File: src/rtl/sec_cfg_pkg.sv
// Shared types and helpers for the tile frame configuration memory:
// commit FSM states, frame-bit to config-bit mapping and frame parity.
package sec_cfg_pkg;

    typedef enum logic [0:0] {
        IDLE   = 1'b0,
        COMMIT = 1'b1
    } commitState_t;

    // Widest frame word the parity helper accepts; narrower words are zero-extended.
    localparam int MaxFrameBits = 1024;

    // XOR of all data bits; a frame is well-formed when this equals its parity bit.
    function automatic logic frameParity(input logic [MaxFrameBits-1:0] data);
        return ^data;
    endfunction

    // Frame f, bit b lands on ConfigBits[result]; negative results are not exported.
    function automatic int configIndex(
        input int frame,
        input int bitIdx,
        input int frameBits,
        input int noConfigBits
    );
        return noConfigBits - 1 - (frame * frameBits + (frameBits - 1 - bitIdx));
    endfunction

endpackage

File: src/rtl/sec_frame_array.sv
// NoFrames x FrameBitsPerRow register array: one write port, one registered read port,
// and the whole array exposed flat (frame f at bits [f*FrameBitsPerRow +: FrameBitsPerRow]).
module sec_frame_array #(
    parameter int NoFrames        = 2,
    parameter int FrameBitsPerRow = 32,
    parameter int AddrW           = 1
) (
    input  logic                                CLK,
    input  logic                                RST,
    input  logic                                WrEn,
    input  logic [AddrW-1:0]                    WrAddr,
    input  logic [FrameBitsPerRow-1:0]          WrData,
    input  logic                                RdEn,
    input  logic [AddrW-1:0]                    RdAddr,
    output logic [FrameBitsPerRow-1:0]          RdData,
    output logic                                RdValid,
    output logic [NoFrames*FrameBitsPerRow-1:0] Frames
);

    logic [FrameBitsPerRow-1:0] mem [NoFrames];

    logic wrInRange;
    logic rdInRange;

    assign wrInRange = int'(WrAddr) < NoFrames;
    assign rdInRange = int'(RdAddr) < NoFrames;

    // Read samples the pre-write contents, so a same-cycle write returns the old word.
    always_ff @(posedge CLK) begin
        if (RST) begin
            for (int f = 0; f < NoFrames; f++) begin
                mem[f] <= '0;
            end
            RdData  <= '0;
            RdValid <= 1'b0;
        end else begin
            if (WrEn && wrInRange) begin
                mem[WrAddr] <= WrData;
            end
            RdValid <= RdEn;
            if (RdEn) begin
                RdData <= rdInRange ? mem[RdAddr] : '0;
            end
        end
    end

    for (genvar f = 0; f < NoFrames; f++) begin : gFlat
        assign Frames[f*FrameBitsPerRow +: FrameBitsPerRow] = mem[f];
    end

endmodule

File: src/rtl/sec_frame_config_mem.sv
// Frame configuration memory: parity-checked frame writes into a shadow array,
// frame-by-frame commit into the active array that drives ConfigBits, and shadow readback.
module sec_frame_config_mem
    import sec_cfg_pkg::*;
#(
    parameter int FrameBitsPerRow = 32,
    parameter int NoFrames        = 2,
    parameter int NoConfigBits    = 47,
    parameter int AddrW           = (NoFrames > 1) ? $clog2(NoFrames) : 1
) (
    input  logic                       CLK,
    input  logic                       RST,
    input  logic [FrameBitsPerRow-1:0] FrameData,
    input  logic [AddrW-1:0]           FrameAddr,
    input  logic                       FrameParity,
    input  logic                       FrameValid,
    output logic                       FrameReady,
    input  logic                       Commit,
    input  logic                       ErrClear,
    input  logic [AddrW-1:0]           RdAddr,
    input  logic                       RdReq,
    output logic [FrameBitsPerRow-1:0] RdData,
    output logic                       RdValid,
    output logic                       Busy,
    output logic                       ParityErr,
    output logic                       AddrErr,
    output logic                       CommitDone,
    output logic [NoConfigBits-1:0]    ConfigBits,
    output logic [NoConfigBits-1:0]    ConfigBits_N
);

    localparam int TotalBits = NoFrames * FrameBitsPerRow;

    commitState_t state;
    commitState_t stateNext;
    logic [AddrW-1:0] commitCnt;
    logic [AddrW-1:0] commitCntNext;
    logic commitDoneNext;

    logic wrFire;
    logic wrParityBad;
    logic wrAddrBad;
    logic wrEn;
    logic wrErr;
    logic errBlocked;

    logic [TotalBits-1:0]       shadowFrames;
    logic [TotalBits-1:0]       activeFrames;
    logic [FrameBitsPerRow-1:0] copyData;
    logic                       copyEn;

    logic [FrameBitsPerRow-1:0] unusedActRdData;
    logic                       unusedActRdValid;
    logic                       unusedActFrames;

    assign FrameReady  = (state == IDLE) && !RST;
    assign Busy        = (state == COMMIT);

    assign wrFire      = FrameValid && FrameReady;
    assign wrParityBad = frameParity(MaxFrameBits'(FrameData)) != FrameParity;
    assign wrAddrBad   = int'(FrameAddr) >= NoFrames;
    assign wrEn        = wrFire && !wrParityBad && !wrAddrBad;
    assign wrErr       = wrFire && (wrParityBad || wrAddrBad);

    // A write that raises an error this cycle blocks a simultaneous commit.
    assign errBlocked  = ParityErr || AddrErr || wrErr;

    assign copyEn      = (state == COMMIT);
    assign copyData    = shadowFrames[int'(commitCnt)*FrameBitsPerRow +: FrameBitsPerRow];

    always_ff @(posedge CLK) begin
        if (RST) begin
            state      <= IDLE;
            commitCnt  <= '0;
            CommitDone <= 1'b0;
            ParityErr  <= 1'b0;
            AddrErr    <= 1'b0;
        end else begin
            state      <= stateNext;
            commitCnt  <= commitCntNext;
            CommitDone <= commitDoneNext;
            // New error events win over a same-cycle clear.
            ParityErr  <= (ParityErr && !ErrClear) || (wrFire && wrParityBad);
            AddrErr    <= (AddrErr && !ErrClear) || (wrFire && wrAddrBad);
        end
    end

    always_comb begin
        stateNext      = state;
        commitCntNext  = commitCnt;
        commitDoneNext = 1'b0;
        case (state)
            IDLE: begin
                if (Commit && !errBlocked) begin
                    stateNext     = COMMIT;
                    commitCntNext = '0;
                end
            end
            COMMIT: begin
                if (int'(commitCnt) == NoFrames - 1) begin
                    stateNext      = IDLE;
                    commitCntNext  = '0;
                    commitDoneNext = 1'b1;
                end else begin
                    commitCntNext = commitCnt + 1'b1;
                end
            end
            default: begin
                stateNext     = IDLE;
                commitCntNext = '0;
            end
        endcase
    end

    sec_frame_array #(
        .NoFrames       (NoFrames),
        .FrameBitsPerRow(FrameBitsPerRow),
        .AddrW          (AddrW)
    ) uShadow (
        .CLK    (CLK),
        .RST    (RST),
        .WrEn   (wrEn),
        .WrAddr (FrameAddr),
        .WrData (FrameData),
        .RdEn   (RdReq),
        .RdAddr (RdAddr),
        .RdData (RdData),
        .RdValid(RdValid),
        .Frames (shadowFrames)
    );

    sec_frame_array #(
        .NoFrames       (NoFrames),
        .FrameBitsPerRow(FrameBitsPerRow),
        .AddrW          (AddrW)
    ) uActive (
        .CLK    (CLK),
        .RST    (RST),
        .WrEn   (copyEn),
        .WrAddr (commitCnt),
        .WrData (copyData),
        .RdEn   (1'b0),
        .RdAddr ({AddrW{1'b0}}),
        .RdData (unusedActRdData),
        .RdValid(unusedActRdValid),
        .Frames (activeFrames)
    );

    // Trailing frame bits beyond NoConfigBits are stored but never exported.
    assign unusedActFrames = ^activeFrames;

    for (genvar f = 0; f < NoFrames; f++) begin : gMapFrame
        for (genvar b = 0; b < FrameBitsPerRow; b++) begin : gMapBit
            localparam int Idx = configIndex(f, b, FrameBitsPerRow, NoConfigBits);
            if (Idx >= 0) begin : gExport
                assign ConfigBits[Idx] = activeFrames[f*FrameBitsPerRow + b];
            end
        end
    end

    assign ConfigBits_N = ~ConfigBits;

endmodule
File: config.mk
export PLATFORM = sky130hd
export DESIGN_NAME = sec_frame_config_mem
export DESIGN_NICKNAME = d
export VERILOG_FILES = /design/src/rtl/sec_cfg_pkg.sv /design/src/rtl/sec_frame_array.sv /design/src/rtl/sec_frame_config_mem.sv
export SDC_FILE = /design/constraint.sdc
export NUM_CORES = 1
export LEC_CHECK = 0
export ABC_AREA = 1
export CELL_PAD_IN_SITES_DETAIL_PLACEMENT = 2
export CELL_PAD_IN_SITES_GLOBAL_PLACEMENT = 2
export CORE_AREA = 4 4 157 159
export DETAILED_ROUTE_END_ITERATION = 10
export DIE_AREA = 0 0 161 163
export PLACE_DENSITY = 0.78
export SYNTH_ARGS = -nofsm -noshare
export SYNTH_HDL_FRONTEND = slang
export SYNTH_SLANG_ARGS = --single-unit
export TNS_END_PERCENT = 50
File: constraint.sdc
create_clock -name CLK -period 3 [get_ports CLK]
set_input_delay 0.45 -clock CLK [delete_from_list [all_inputs] [get_ports CLK]]
set_output_delay 0.45 -clock CLK [all_outputs]
set_load 0.05 [all_outputs]
* Yosys cells after proc, flatten, opt, wreduce, memory -nomap -nowiden
Memories as Yosys holds them, arrays and structs flattened. A register that Yosys moved wholly into a read port is not among the register bits. Index checks and enable logic that the tools add are counted.
Word-level totals: bits in registers 6, bits in latches 0, memory bits (writable) 128, ROM bits 0, output and inout bits 132, logic and storage cells 53, memories kept 2
Memories:
- uActive.mem | depth 2, bits a word 32, read ports 2, clocked after memory_dff 0, wr ports 2, RTL line sec_frame_array.sv:20 | logic [FrameBitsPerRow-1:0] mem [NoFrames];
- uShadow.mem | depth 2, bits a word 32, read ports 3, clocked after memory_dff 1, wr ports 2, RTL line sec_frame_array.sv:20
Operators by class: add/subtract/negate cells 1, multipliers 0, div/mod/pow operators 0, $lt $le $gt $ge 0, eq/ne operators 2, shifts and indexed selects 1, multiplexer cells 21, bitwise gates (word level) 2, reductions and logical operators 18
Operators by type and width (number):
- $reduce_xor 1024->1 | 1
- $mux 32 | 2
- $reduce_or 32->1 | 2
- $shiftx 64x7->32 | 1
- $not 47->47 | 1
- $mux 1 | 17
- $logic_and 1x1->1 | 7
- $logic_not 1->1 | 4
- $pmux 1 s2 | 2
- $logic_or 1x1->1 | 3
- $ne 2x1->1 const B | 1
- $reduce_or 2->1 | 1
- $add 1x1->1 const B | 1
- $ne 1x1->1 | 1
- $not 1->1 | 1

* Longest topological paths before layout
Gate-level depths: netlist of the first run.
depth in word-level cells 9, depth in mapped cells 17, mapped depth without buffers 17

* Hierarchy
Synthesis of the first run repeated with hierarchy kept, for this count alone.
Unflattened totals: cells, all modules 1295, area, all modules 9848.2 µm²
Modules (own cells, without submodules):
- sec_frame_array | times used 2, cells an instance 447, area each 4098.9 µm², sequential area each 2582.5 µm²
- sec_frame_config_mem | times used 1, cells an instance 401, area each 1650.3 µm², sequential area each 100.1 µm²

* Least setup slack after synthesis of the first run
Ideal clock, no wire load.
kind input-to-reg, from in FrameData[30], to mem uShadow.mem[0][0] (enable), library setup time 0.389 ns, arrival 2.287 ns, required time 2.611 ns, slack 0.323 ns, stages on the path 16, buffers on the path 1, cell sequence inv_1 -> nand2_1 -> nand2_2 -> nand2_1 -> nand2_1 -> inv_1 -> nand2_1 -> nand2_1 -> nand2_1 -> nand2_1 -> nand2_1 -> nand3_1 -> nand2_2 -> nand3b_4 -> buf_6 -> nand2_1
RTL lines:
- from (decl) | RTL line sec_frame_config_mem.sv:13 | input logic [FrameBitsPerRow-1:0] FrameData,
- to (decl) | RTL line sec_frame_array.sv:20

* Worst setup path in the final report of the first run
from in RST, to out FrameReady
On the way: longest elaborated chain between the ends 2
RTL lines:
- from (decl) | RTL line sec_frame_config_mem.sv:12 | input logic RST,
- $logic_not 1->1 | RTL line sec_frame_config_mem.sv:56 | assign FrameReady = (state == IDLE) && !RST;
- $logic_and 1x1->1 | RTL line sec_frame_config_mem.sv:56
- to (decl) | RTL line sec_frame_config_mem.sv:17 | output logic FrameReady,
No other way between the ends.

==> out/metrics.cfg, run 1 <==
[status]
status = completed

[power_and_ir_drop]
power.internal_w = 0.00397
combPwrFrac_pct = 21.6
ir_worst_vdd_mv = 0.393
p_leak_nw = 4.09
p_total_w = 0.00576
power.density_mw_per_mm2 = 611
power.switching_w = 0.00180
seq_power_share_pct = 42.3
clockPowerShare_pct = 36.0
sw_frac_of_total_pct = 31.2

[floorplan]
core_mm2 = 0.0233
die_h_um = 163
start_util_pct = 28.6
die-area_mm2 = 0.0262
rows = 56
io_pins = 173
die_w_um = 161

[clock_tree]
clkLatencyLatePin_ns = 0.42
htreeDepth = 4
cts.clk_slew.worst_paths_ns = 0.06
cts_root_buf = clkbuf_16
cts_sinks = 149
cts_made_buffers = 17
ctsResizeCount = 0
clk_path_buf_depth = 2
postCtsSetupRepairBufs = 0
ctsHoldBuffers = 0
cts_tree = built

[timing]
setup_tns_ns = 0
skew_ns = 0.00868
rsz0062_at_grt = false
fmax_mhz = 409
slew_violations = 0
hold_viol = 0
worstMarginPinSlew_ns = 0.647
slew_headroom_pct = 56.8
setup_viol = 0
min_period_ns = 2.45
post-route-period-util_pct = 81.5

[grt]
grt_max_degree = 34
grt_pass1_wl_mm = 34.2
track_usage_pct = 16.8
grt_pass1_vias = 6271
antenna_found_initial = 1
gr-total-overflow = 0

[drt]
wire_per_inst_um = 17.1
dr_total_vias = 5688
drt_iter0_drc = 236
drc = 0
drt_pass1_iterations = 4
viasPerCell = 4.43
postRouteAntennaNets = 0
routed_wl_mm = 22.0

[logic_synthesis]
synth_cells = 761
syn_area_per_cell_um2 = 8.74
synthTopCellsByArea = edfxtp_1 50%, nand2_1 12%, dfxtp_1 11%
synth-seq-area-share_pct = 61.5
ys_seq_elements = 149
yosysWarnings = 0
yosysTopAreaCellShare_pct = 50.1
synth_area_mm2 = 0.00665
synth.distinct_cells = 17
synth.net_count = 802
yosysTopAreaCell = edfxtp_1

[critical_path]
critical_path_class = in -> out
arrival_ns = 2.00
cp-end-kind = primary output
cp_slowest_cell = clkdlybuf4s50_1
crit_top_cell = clkdlybuf4s50_1
worstPathCellList = clkdlybuf4s50_1 > nor2_1 > clkdlybuf4s50_1
cpPeakStageDelay_ns = 0.84
critPathMaxFanout = 6
startpoint_type = input pin
crit_required_ns = 2.55

[layout]
final_common_cell = nand2_1
utilization_pct = 40.5
fin_area_mm2 = 0.00943
final_cell_mix = 214 x nand2_1, 172 x clkdlybuf4s50_1, 129 x inv_1
layout-drive-gt1-share_pct = 8.61
regArea_mm2 = 0.00409
synthToLayoutAreaGrowth_pct = 41.8
nets = 992
num-fill-cells = 2577
multi_input_area_mm2 = 0.00191
n_antenna_cell = 0

[place]
gp_congestion = 0.753
place_area_mm2 = 0.00887
hpwl_mm = 16.1
io_buffers = 172

[job]
cap_violations = 0

[worst_hold_path]
worst_hold_path_type = reg -> reg

==> power groups by stage <==
stage	Sequential, W	Clock [W]	Combinational [W]
5_1_grt	0.00246	0.00223	0.00133
2_1_floorplan	0.00275	0	0.000480
6_report	0.00244	0.00208	0.00125
3_5_place_dp	0.00248	0	0.00126
4_1_cts	0.00244	0.00213	0.00127
3_3_place_gp	0.00248	0	0.00123
==> sequential cells by signal (all words and copies together), names as in the netlist <==
name	count
ParityErr	1
CommitDone	1
Busy	1
uShadow.RdValid	1
uShadow.RdData	32
commitCnt	1
AddrErr	1
uActive.mem	47
uShadow.mem	64
==> cell type report <==
cell class              instances  share of cell area [%]
flip-flops and latches        149                    43.4
repair buffers                198                    20.7
multi-input cells             448                    20.2
inverters                     137                    5.45
clock buffers                  19                    4.59
well taps                     319                    4.23
clock inverters                13                    1.41
==> Yosys cell counts <==
library cell,count
nand3b_4,1
edfxtp_1,111
nand3_4,1
buf_6,6
nand2_1,217
inv_1,129
dfxtp_1,38
a21oi_1,64
nand3b_1,1
nor2_1,105
o21ai_0,32
clkbuf_1,21
nand3_1,7
nand2_2,5
inv_2,8
nor3b_1,3
nor2_2,12
==> per-layer routing <==
metal / vias up / GRT usage [%] / wire length, um / part of all wire (%)
met5: - / 0 / 20 / 0.091
met4: 2 / 5.43 / 340 / 1.5
met3: 22 / 3.19 / 814 / 3.7
met2: 125 / 32.1 / 11800 / 54
met1: 2791 / 18.9 / 9030 / 41
li1: 2748 / - / - / -
==> critical path: cells and delay by family <==
family	cells	cell delay [ns]
buffers and inverters	2	1.36
and+or+nand+nor	1	0.19
==> worst paths after layout <==
check / from / endpoint / slack, ns / cells after the start
hold reg to reg: ParityErr$_SDFF_PP0_ / ParityErr$_SDFF_PP0_ / 0.48 / 2
setup / recovery: RST / FrameReady / 0.55 / 3
hold / removal: ParityErr$_SDFF_PP0_ / ParityErr$_SDFF_PP0_ / 0.48 / 2
setup reg to reg: Busy$_SDFF_PP0_ / uActive.mem[1][18]$_SDFFCE_PN0P_ / 1.50 / 2
==> metrics by stage <==
step	setup slack, ns	instances	hold WS [ns]
after global placement	0.253	1251	0.467
final	0.555	1283	0.477
after detailed placement	0.147	1251	0.471
after floorplan	0.323	761	0.485
after global routing	0.398	1283	0.514
after CTS	0.557	1283	0.481
==> kinds of logic after synthesis <==
family	count (synthesis)	synth area share, %
compound gates	96	7.22
buf+inv	164	9.93
simple gates	352	21.3
flops	149	61.5
(Power assumes the default switching activity.)
==> inputs of run 2 (changes only) <==
--- a/config.mk
+++ b/config.mk
@@ -8,10 +8,10 @@
 export ABC_AREA = 1
 export CELL_PAD_IN_SITES_DETAIL_PLACEMENT = 2
 export CELL_PAD_IN_SITES_GLOBAL_PLACEMENT = 2
-export CORE_AREA = 4 4 157 159
+export CORE_AREA = 4 4 165 167
 export DETAILED_ROUTE_END_ITERATION = 10
-export DIE_AREA = 0 0 161 163
-export PLACE_DENSITY = 0.78
+export DIE_AREA = 0 0 169 171
+export PLACE_DENSITY = 0.74
 export SYNTH_ARGS = -nofsm -noshare
 export SYNTH_HDL_FRONTEND = slang
 export SYNTH_SLANG_ARGS = --single-unit
==> constraint.sdc (replaced) <==
create_clock -name CLK -period 2 [get_ports CLK]
set_input_delay 0.3 -clock CLK [delete_from_list [all_inputs] [get_ports CLK]]
set_output_delay 0.3 -clock CLK [all_outputs]
set_load 0.05 [all_outputs]
==> run 2 against run 1 <==
Global-route usage decreased by 0.33 points. Clock power increased by 49%. Clock skew about the same. Via count increased by 4.9%. Final cell count increased by 5.6%. Non-clock buffer count increased by 53. Critical path depth decreased by 2. Total power increased by 54%. Core utilization decreased by 0.52 points. Routed wire length increased by 11%.
==> out/metrics.cfg, run 2 (synthesis results as in run 1) <==
[clock_tree]
cts_root_buf = clkbuf_16
cts_tree = built
cts_made_buffers = 17  ; unchanged
cts.clk_slew.worst_paths_ns = 0.06  ; about the same
clk_path_buf_depth = 2  ; unchanged
cts_sinks = 149  ; unchanged
htreeDepth = 4  ; unchanged
ctsHoldBuffers = 0  ; unchanged
clkLatencyLatePin_ns = 0.42  ; about the same

[power_and_ir_drop]
combPwrFrac_pct = 23.7  ; +2.1 points
power.internal_w = 0.00605  ; +52%
p_leak_nw = 4.68  ; +14%
power.switching_w = 0.00281  ; +56%
power.density_mw_per_mm2 = 859  ; +41%
ir_worst_vdd_mv = 0.510  ; +30%
sw_frac_of_total_pct = 31.7  ; +0.55 points
clockPowerShare_pct = 34.9  ; -1.1 points
seq_power_share_pct = 41.4  ; -0.9 points

[timing]
post-route-period-util_pct = 98.2
slew_violations = 0  ; unchanged
fmax_mhz = 509
worstMarginPinSlew_ns = 0.804  ; +0.157 ns
setup_tns_ns = 0  ; unchanged
min_period_ns = 1.96
skew_ns = 0.00854  ; -0.000140 ns
setup_viol = 0  ; unchanged
slew_headroom_pct = 46.4  ; -10 points
whs_ns = 0.361  ; -0.117 ns
hold_viol = 0  ; unchanged

[status]
status = completed

[worst_hold_path]
worst_hold_path_type = in -> reg
hp-start = FrameData[11]
hold_end = uShadow.mem[1][11]$_SDFFCE_PN0P_
worstHoldPathCells = 4  ; +2

[critical_path]
rr_startpoint = Busy$_SDFF_PP0_
r2r_setup_slack_ns = 0.48  ; -1.02 ns
worstRegToRegCells = 6  ; +4
critical_path_class = reg -> out
cp-end-kind = primary output
cp_slowest_cell = clkdlybuf4s50_1
cpPeakStageDelay_ns = 0.84  ; about the same
startpoint_type = flip-flop
crit_required_ns = 1.70  ; -0.85 ns
worstPathCellList = clkdlybuf4s50_1
path_buf_inv = 1  ; -1
timing.rr.end = uShadow.mem[0][18]$_SDFFCE_PN0P_
critPathMaxFanout = 2  ; -4
arrival_ns = 1.66  ; -0.34 ns
crit_family = buffers and inverters

[floorplan]
io_pins = 173  ; unchanged
die_h_um = 171  ; +4.9%
die-area_mm2 = 0.0289  ; +10%
core_mm2 = 0.0258  ; +11%
rows = 59  ; +5.4%
start_util_pct = 25.8  ; -2.8 points
die_w_um = 169  ; +5.0%

[layout]
final_cell_mix = 153 x nand2_1, 111 x edfxtp_1, 107 x inv_1
largest_reg_flops = 64  ; unchanged
final_common_cell = nand2_1
top_register = uShadow.mem
nets = 1048  ; +5.6%
num-fill-cells = 2768  ; +7.4%
n_antenna_cell = 0  ; unchanged
instances_no_fill = 1355  ; +5.6%
utilization_pct = 40.0  ; -0.52 points
reg_top3 = uShadow.mem (64), uActive.mem (47), uShadow.RdData (32)
layout-drive-gt1-share_pct = 23.7  ; +15 points
synthToLayoutAreaGrowth_pct = 55.0

[place]
io_buffers = 172  ; unchanged
hpwl_mm = 16.9  ; +4.7%
gp_congestion = 0.739  ; -1.8%
dpl.cell_count = 1298  ; +3.8%

[grt]
grt_pass1_vias = 6667  ; +6.3%
grt_use_met1_pct = 17.9  ; -0.96 points
track_usage_pct = 16.5  ; -0.33 points
antenna_found_initial = 0  ; -1
use_met3_pct = 2.38  ; -0.81 points
busiest_layer = met2
grt_pass1_wl_mm = 36.8  ; +7.5%
gr-total-overflow = 0  ; unchanged
met2_usage_pct = 33.2  ; +1.1 points
grt_max_degree = 39  ; +15%

[drt]
drt_pass1_iterations = 4  ; unchanged
routed_wl_mm = 24.5  ; +11%
drt_iter0_drc = 258  ; +9.3%
wire_per_inst_um = 18.1  ; +5.5%
postRouteAntennaNets = 0  ; unchanged
drc = 0  ; unchanged
viasPerCell = 4.40  ; -0.67%
dr_total_vias = 5967  ; +4.9%

[job]
cap_violations = 0  ; unchanged

[run 2: how the worst max path moves through the flow]
stage / slack (ns) / to / startpoint / cells after the start
final: 0.04 / RdData[11] / uShadow.RdData[11]$_SDFFE_PP0P_ / 1
after global routing: -0.04 / uShadow.mem[0][18]$_SDFFCE_PN0P_ / FrameData[16] / 18
after CTS: 0.00009 / uShadow.mem[0][18]$_SDFFCE_PN0P_ / FrameData[14] / 18
after detailed placement: -0.67 / uShadow.mem[0][10]$_SDFFCE_PN0P_ / FrameData[13] / 17
after global placement: -0.57 / uShadow.mem[0][16]$_SDFFCE_PN0P_ / FrameData[13] / 17
after floorplan: 0.02 / uActive.mem[1][17]$_SDFFCE_PN0P_ / Busy$_SDFF_PP0_ / 3
[run 2: worst reg2reg max path: cells and delay by family (launching register included)]
| kind | cells | cell delay (ns) |
|---|---|---|
| flip-flops | 1 | 0.36 |
| AND/OR/NAND/NOR | 3 | 0.39 |
| buffers and inverters | 3 | 0.47 |
[run 2: stage by stage]
step	cell area (um2)	setup slack, ns	power, W
finish	10300	0.0367	0.00886
global route	10300	-0.0413	0.00920
CTS	9950	0.0000875	0.00885
detailed placement	9220	-0.667	0.00572
global placement	9220	-0.573	0.00567
floorplan	6700	0.0212	0.00486
[run 2: power by group through the flow]
stage | combinational, W | clock, W | sequential (W)
6_report | 0.00210 | 0.00309 | 0.00367
5_1_grt | 0.00223 | 0.00328 | 0.00369
4_1_cts | 0.00202 | 0.00315 | 0.00367
3_5_place_dp | 0.00199 | 0 | 0.00373
3_3_place_gp | 0.00194 | 0 | 0.00372
2_1_floorplan | 0.000731 | 0 | 0.00413
[run 2: cell type report]
class	instances	area [um2]	share of cell area [%]
Sequential cell	149	4090	39.7
Timing Repair Buffer	251	2510	24.4
Multi-Input combinational cell	451	2220	21.5
Inverter	137	514	4.99
Clock buffer	22	444	4.31
Tap cell	335	419	4.06
Clock inverter	10	108	1.04
[run 2: repair_timing]
item,CTS,global route
setup endpoints to repair,147,156
cloned,4,0
setup buffers,5,16
pin swaps,18,38
resized for setup,88,135
hold endpoints to repair,0,0
[run 2: per-layer routing]
layer	routed length [um]	share of wire (%)	up-vias
met5	0	0	-
met1	9740	40	2956
met4	355	1.4	0
li1	-	-	2868
met2	13700	56	120
met3	750	3.1	23
==> inputs of run 3 (changes only) <==
--- a/config.mk
+++ b/config.mk
@@ -6,6 +6,7 @@
 export NUM_CORES = 1
 export LEC_CHECK = 0
 export ABC_AREA = 1
+export ABC_CLOCK_PERIOD_IN_PS = 2000
 export CELL_PAD_IN_SITES_DETAIL_PLACEMENT = 2
 export CELL_PAD_IN_SITES_GLOBAL_PLACEMENT = 2
 export CORE_AREA = 4 4 165 167
==> constraint.sdc (replaced) <==
create_clock -name CLK -period 2 [get_ports CLK]
set_input_delay 0.3 -clock CLK [delete_from_list [all_inputs] [get_ports CLK]]
set_output_delay 0.3 -clock CLK [all_outputs]
set_load 0.005 [all_outputs]
==> run 3 against run 2 <==
First-iteration DRC count increased by 16%. Clock skew increased by 0.00098 ns. Design area decreased by 0.84%. Worst hold slack got worse by 0.032 ns. Clock-buffer cell count decreased by 1. Register-to-register slack got worse by 0.06 ns. Global-route usage decreased by 0.12 points. Critical endpoint is now uShadow.mem[0][17]$_SDFFCE_PN0P_. Largest cell class unchanged. Highest routed layer unchanged.
==> out/metrics.cfg, run 3 (synthesis results as in run 1) <==
[clock_tree]
cts_tree = built
cts.clk_slew.worst_paths_ns = 0.06  ; about the same
clkLatencyLatePin_ns = 0.42  ; about the same
cts_sinks = 149  ; unchanged
cts_root_buf = clkbuf_16
htreeDepth = 4  ; unchanged
clk_path_buf_depth = 2  ; unchanged
cts_made_buffers = 17  ; unchanged

[place]
gp_congestion = 0.768  ; +3.9%
io_buffers = 172  ; unchanged
hpwl_mm = 17.2  ; +2.1%
dpl.cell_count = 1308  ; +0.77%
place_area_mm2 = 0.00929  ; +0.75%

[timing]
slew_violations = 0  ; unchanged
worstMarginPinSlew_ns = 0.309  ; -0.494 ns
setup_viol = 0  ; unchanged
hold_viol = 0  ; unchanged
slew_headroom_pct = 79.3  ; +33 points
fmax_mhz = 523  ; +2.7%
post-route-period-util_pct = 95.6  ; -2.5 points
min_period_ns = 1.91  ; -0.0509 ns
skew_ns = 0.00952  ; +0.000977 ns

[power_and_ir_drop]
sw_frac_of_total_pct = 25.6  ; -6.2 points
combPwrFrac_pct = 17.1  ; -6.6 points
ir_worst_vdd_mv = 0.533  ; +4.5%
power.internal_w = 0.00626  ; +3.5%
p_leak_nw = 4.50  ; -3.8%
power.density_mw_per_mm2 = 822  ; -4.3%
seq_power_share_pct = 43.6  ; +2.2 points
clockPowerShare_pct = 39.3  ; +4.4 points
p_total_w = 0.00841  ; -5.1%
power.switching_w = 0.00215  ; -24%

[drt]
drc = 0  ; unchanged
drt_iter0_drc = 300  ; +16%
dr_total_vias = 5962  ; -0.084%
drt_pass1_iterations = 6  ; +2
viasPerCell = 4.37  ; -0.82%
postRouteAntennaNets = 0  ; unchanged
wire_per_inst_um = 17.5  ; -3.4%
routed_wl_mm = 23.8  ; -2.7%

[critical_path]
startpoint_type = input pin
crit_required_ns = 2.14  ; +0.44 ns
critPathMaxFanout = 5  ; +3
r2r_setup_slack_ns = 0.42  ; -0.06 ns
critical_path_class = in -> reg
timing.rr.end = uShadow.mem[0][17]$_SDFFCE_PN0P_
arrival_ns = 2.05  ; +0.39 ns
rr_startpoint = Busy$_SDFF_PP0_
worstRegToRegCells = 7  ; +1
cp-end-kind = flip-flop

[layout]
largest_reg_flops = 64  ; unchanged
synthToLayoutAreaGrowth_pct = 53.7
reg_top3 = uShadow.mem (64), uActive.mem (47), uShadow.RdData (32)
fin_area_mm2 = 0.0102  ; -0.84%
final_cell_mix = 151 x nand2_1, 140 x clkdlybuf4s50_1, 111 x edfxtp_1
top_register = uShadow.mem
final_common_cell = nand2_1
nets = 1058  ; +0.95%
layout-drive-gt1-share_pct = 26.5  ; +2.8 points
num-fill-cells = 2789  ; +0.76%
instances_no_fill = 1365  ; +0.74%
n_antenna_cell = 0  ; unchanged

[grt]
grt_max_degree = 23  ; -41%
grt_pass1_wl_mm = 36.4  ; -0.99%
track_usage_pct = 16.4  ; -0.12 points
gr-total-overflow = 0  ; unchanged
grt_pass1_vias = 6507  ; -2.4%
antenna_found_initial = 0  ; unchanged

[floorplan]
die_h_um = 171  ; unchanged
die_w_um = 169  ; unchanged
io_pins = 173  ; unchanged
die-area_mm2 = 0.0289  ; unchanged
core_mm2 = 0.0258  ; unchanged
rows = 59  ; unchanged
start_util_pct = 25.8  ; unchanged

[worst_hold_path]
worstHoldPathCells = 4  ; unchanged
worst_hold_path_type = in -> reg
hold_end = uShadow.mem[1][24]$_SDFFCE_PN0P_
hp-start = FrameData[24]

[job]
cap_violations = 0  ; unchanged

[status]
status = completed

run 3: final cells by class:
class | count | area (um2) | area share (%)
Sequential cell | 149 | 4090 | 40.0
Timing Repair Buffer | 264 | 2490 | 24.3
Multi-Input combinational cell | 448 | 2110 | 20.6
Inverter | 137 | 514 | 5.03
Clock buffer | 21 | 450 | 4.40
Tap cell | 335 | 419 | 4.10
Clock inverter | 11 | 150 | 1.47
run 3: repair_timing:
action / in CTS / in global routing
endpoints found under the setup margin: 129 / 127
pin swaps: 19 / 36
gates resized for setup: 80 / 112
endpoints found under the hold margin: 0 / 0
cloned: 2 / 0
hold buffers: 0 / 0
setup buffers: 12 / 11
run 3: worst max path at each step:
stage                                             endpoint  cells past startpoint  slack [ns]     startpoint
after floorplan            uShadow.mem[1][0]$_SDFFCE_PN0P_                     16       -0.02  FrameData[30]
after global placement    uShadow.mem[0][18]$_SDFFCE_PN0P_                     18       -0.56  FrameData[28]
after detailed placement   uShadow.mem[0][8]$_SDFFCE_PN0P_                     17       -0.69  FrameData[26]
after CTS                  uShadow.mem[0][7]$_SDFFCE_PN0P_                     18       0.002  FrameData[27]
after global routing      uShadow.mem[0][18]$_SDFFCE_PN0P_                     19       -0.03  FrameData[18]
final                     uShadow.mem[0][17]$_SDFFCE_PN0P_                     19        0.09  FrameData[18]
run 3: metal layers:
metal,wire (um),vias to the layer above,global-route usage (%),part of all wire [%]
met4,175,0,3.68,0.73
met2,13300,127,32.2,56
met1,9360,2949,18.1,39
met5,0,-,0,0
li1,-,2877,-,-
met3,993,9,3.19,4.2
run 3: power groups by stage:
stage	combinational, W	clock, W	sequential [W]
floorplan	0.000476	0	0.00371
global placement	0.00129	0	0.00372
detailed placement	0.00133	0	0.00373
CTS	0.00141	0.00338	0.00367
global route	0.00158	0.00351	0.00369
finish	0.00144	0.00331	0.00366
run 3: per-stage QoR:
| step | setup slack (ns) | hold WS, ns | utilization [%] | TNS [ns] |
|---|---|---|---|---|
| floorplan | -0.0181 | 0.372 | - | -0.579 |
| global placement | -0.556 | 0.468 | 36.1 | -67.97 |
| detailed placement | -0.692 | 0.478 | 36.1 | -83.63 |
| CTS | 0.00170 | 0.446 | 39.3 | 0 |
| global route | -0.0307 | 0.330 | 39.7 | -0.912 |
| finish | 0.0876 | 0.329 | 39.7 | 0 |
run 3: worst max-delay path, stage by stage:
cell             delay, ns
clkdlybuf4s15_1       0.22
inv_2                 0.09
nand2_1               0.07
nand2_2               0.08
nand2_2               0.06
nand2_2               0.08
nand2_1               0.07
nand2_2               0.09
nand2_2               0.06
nand2_2               0.07
nand2_2               0.07
nand2_2               0.07
nand2_2               0.06
nand2_2               0.09
nand3b_4              0.12
nand2_8               0.09
buf_4                 0.13
buf_12                0.10
buf_16                0.11
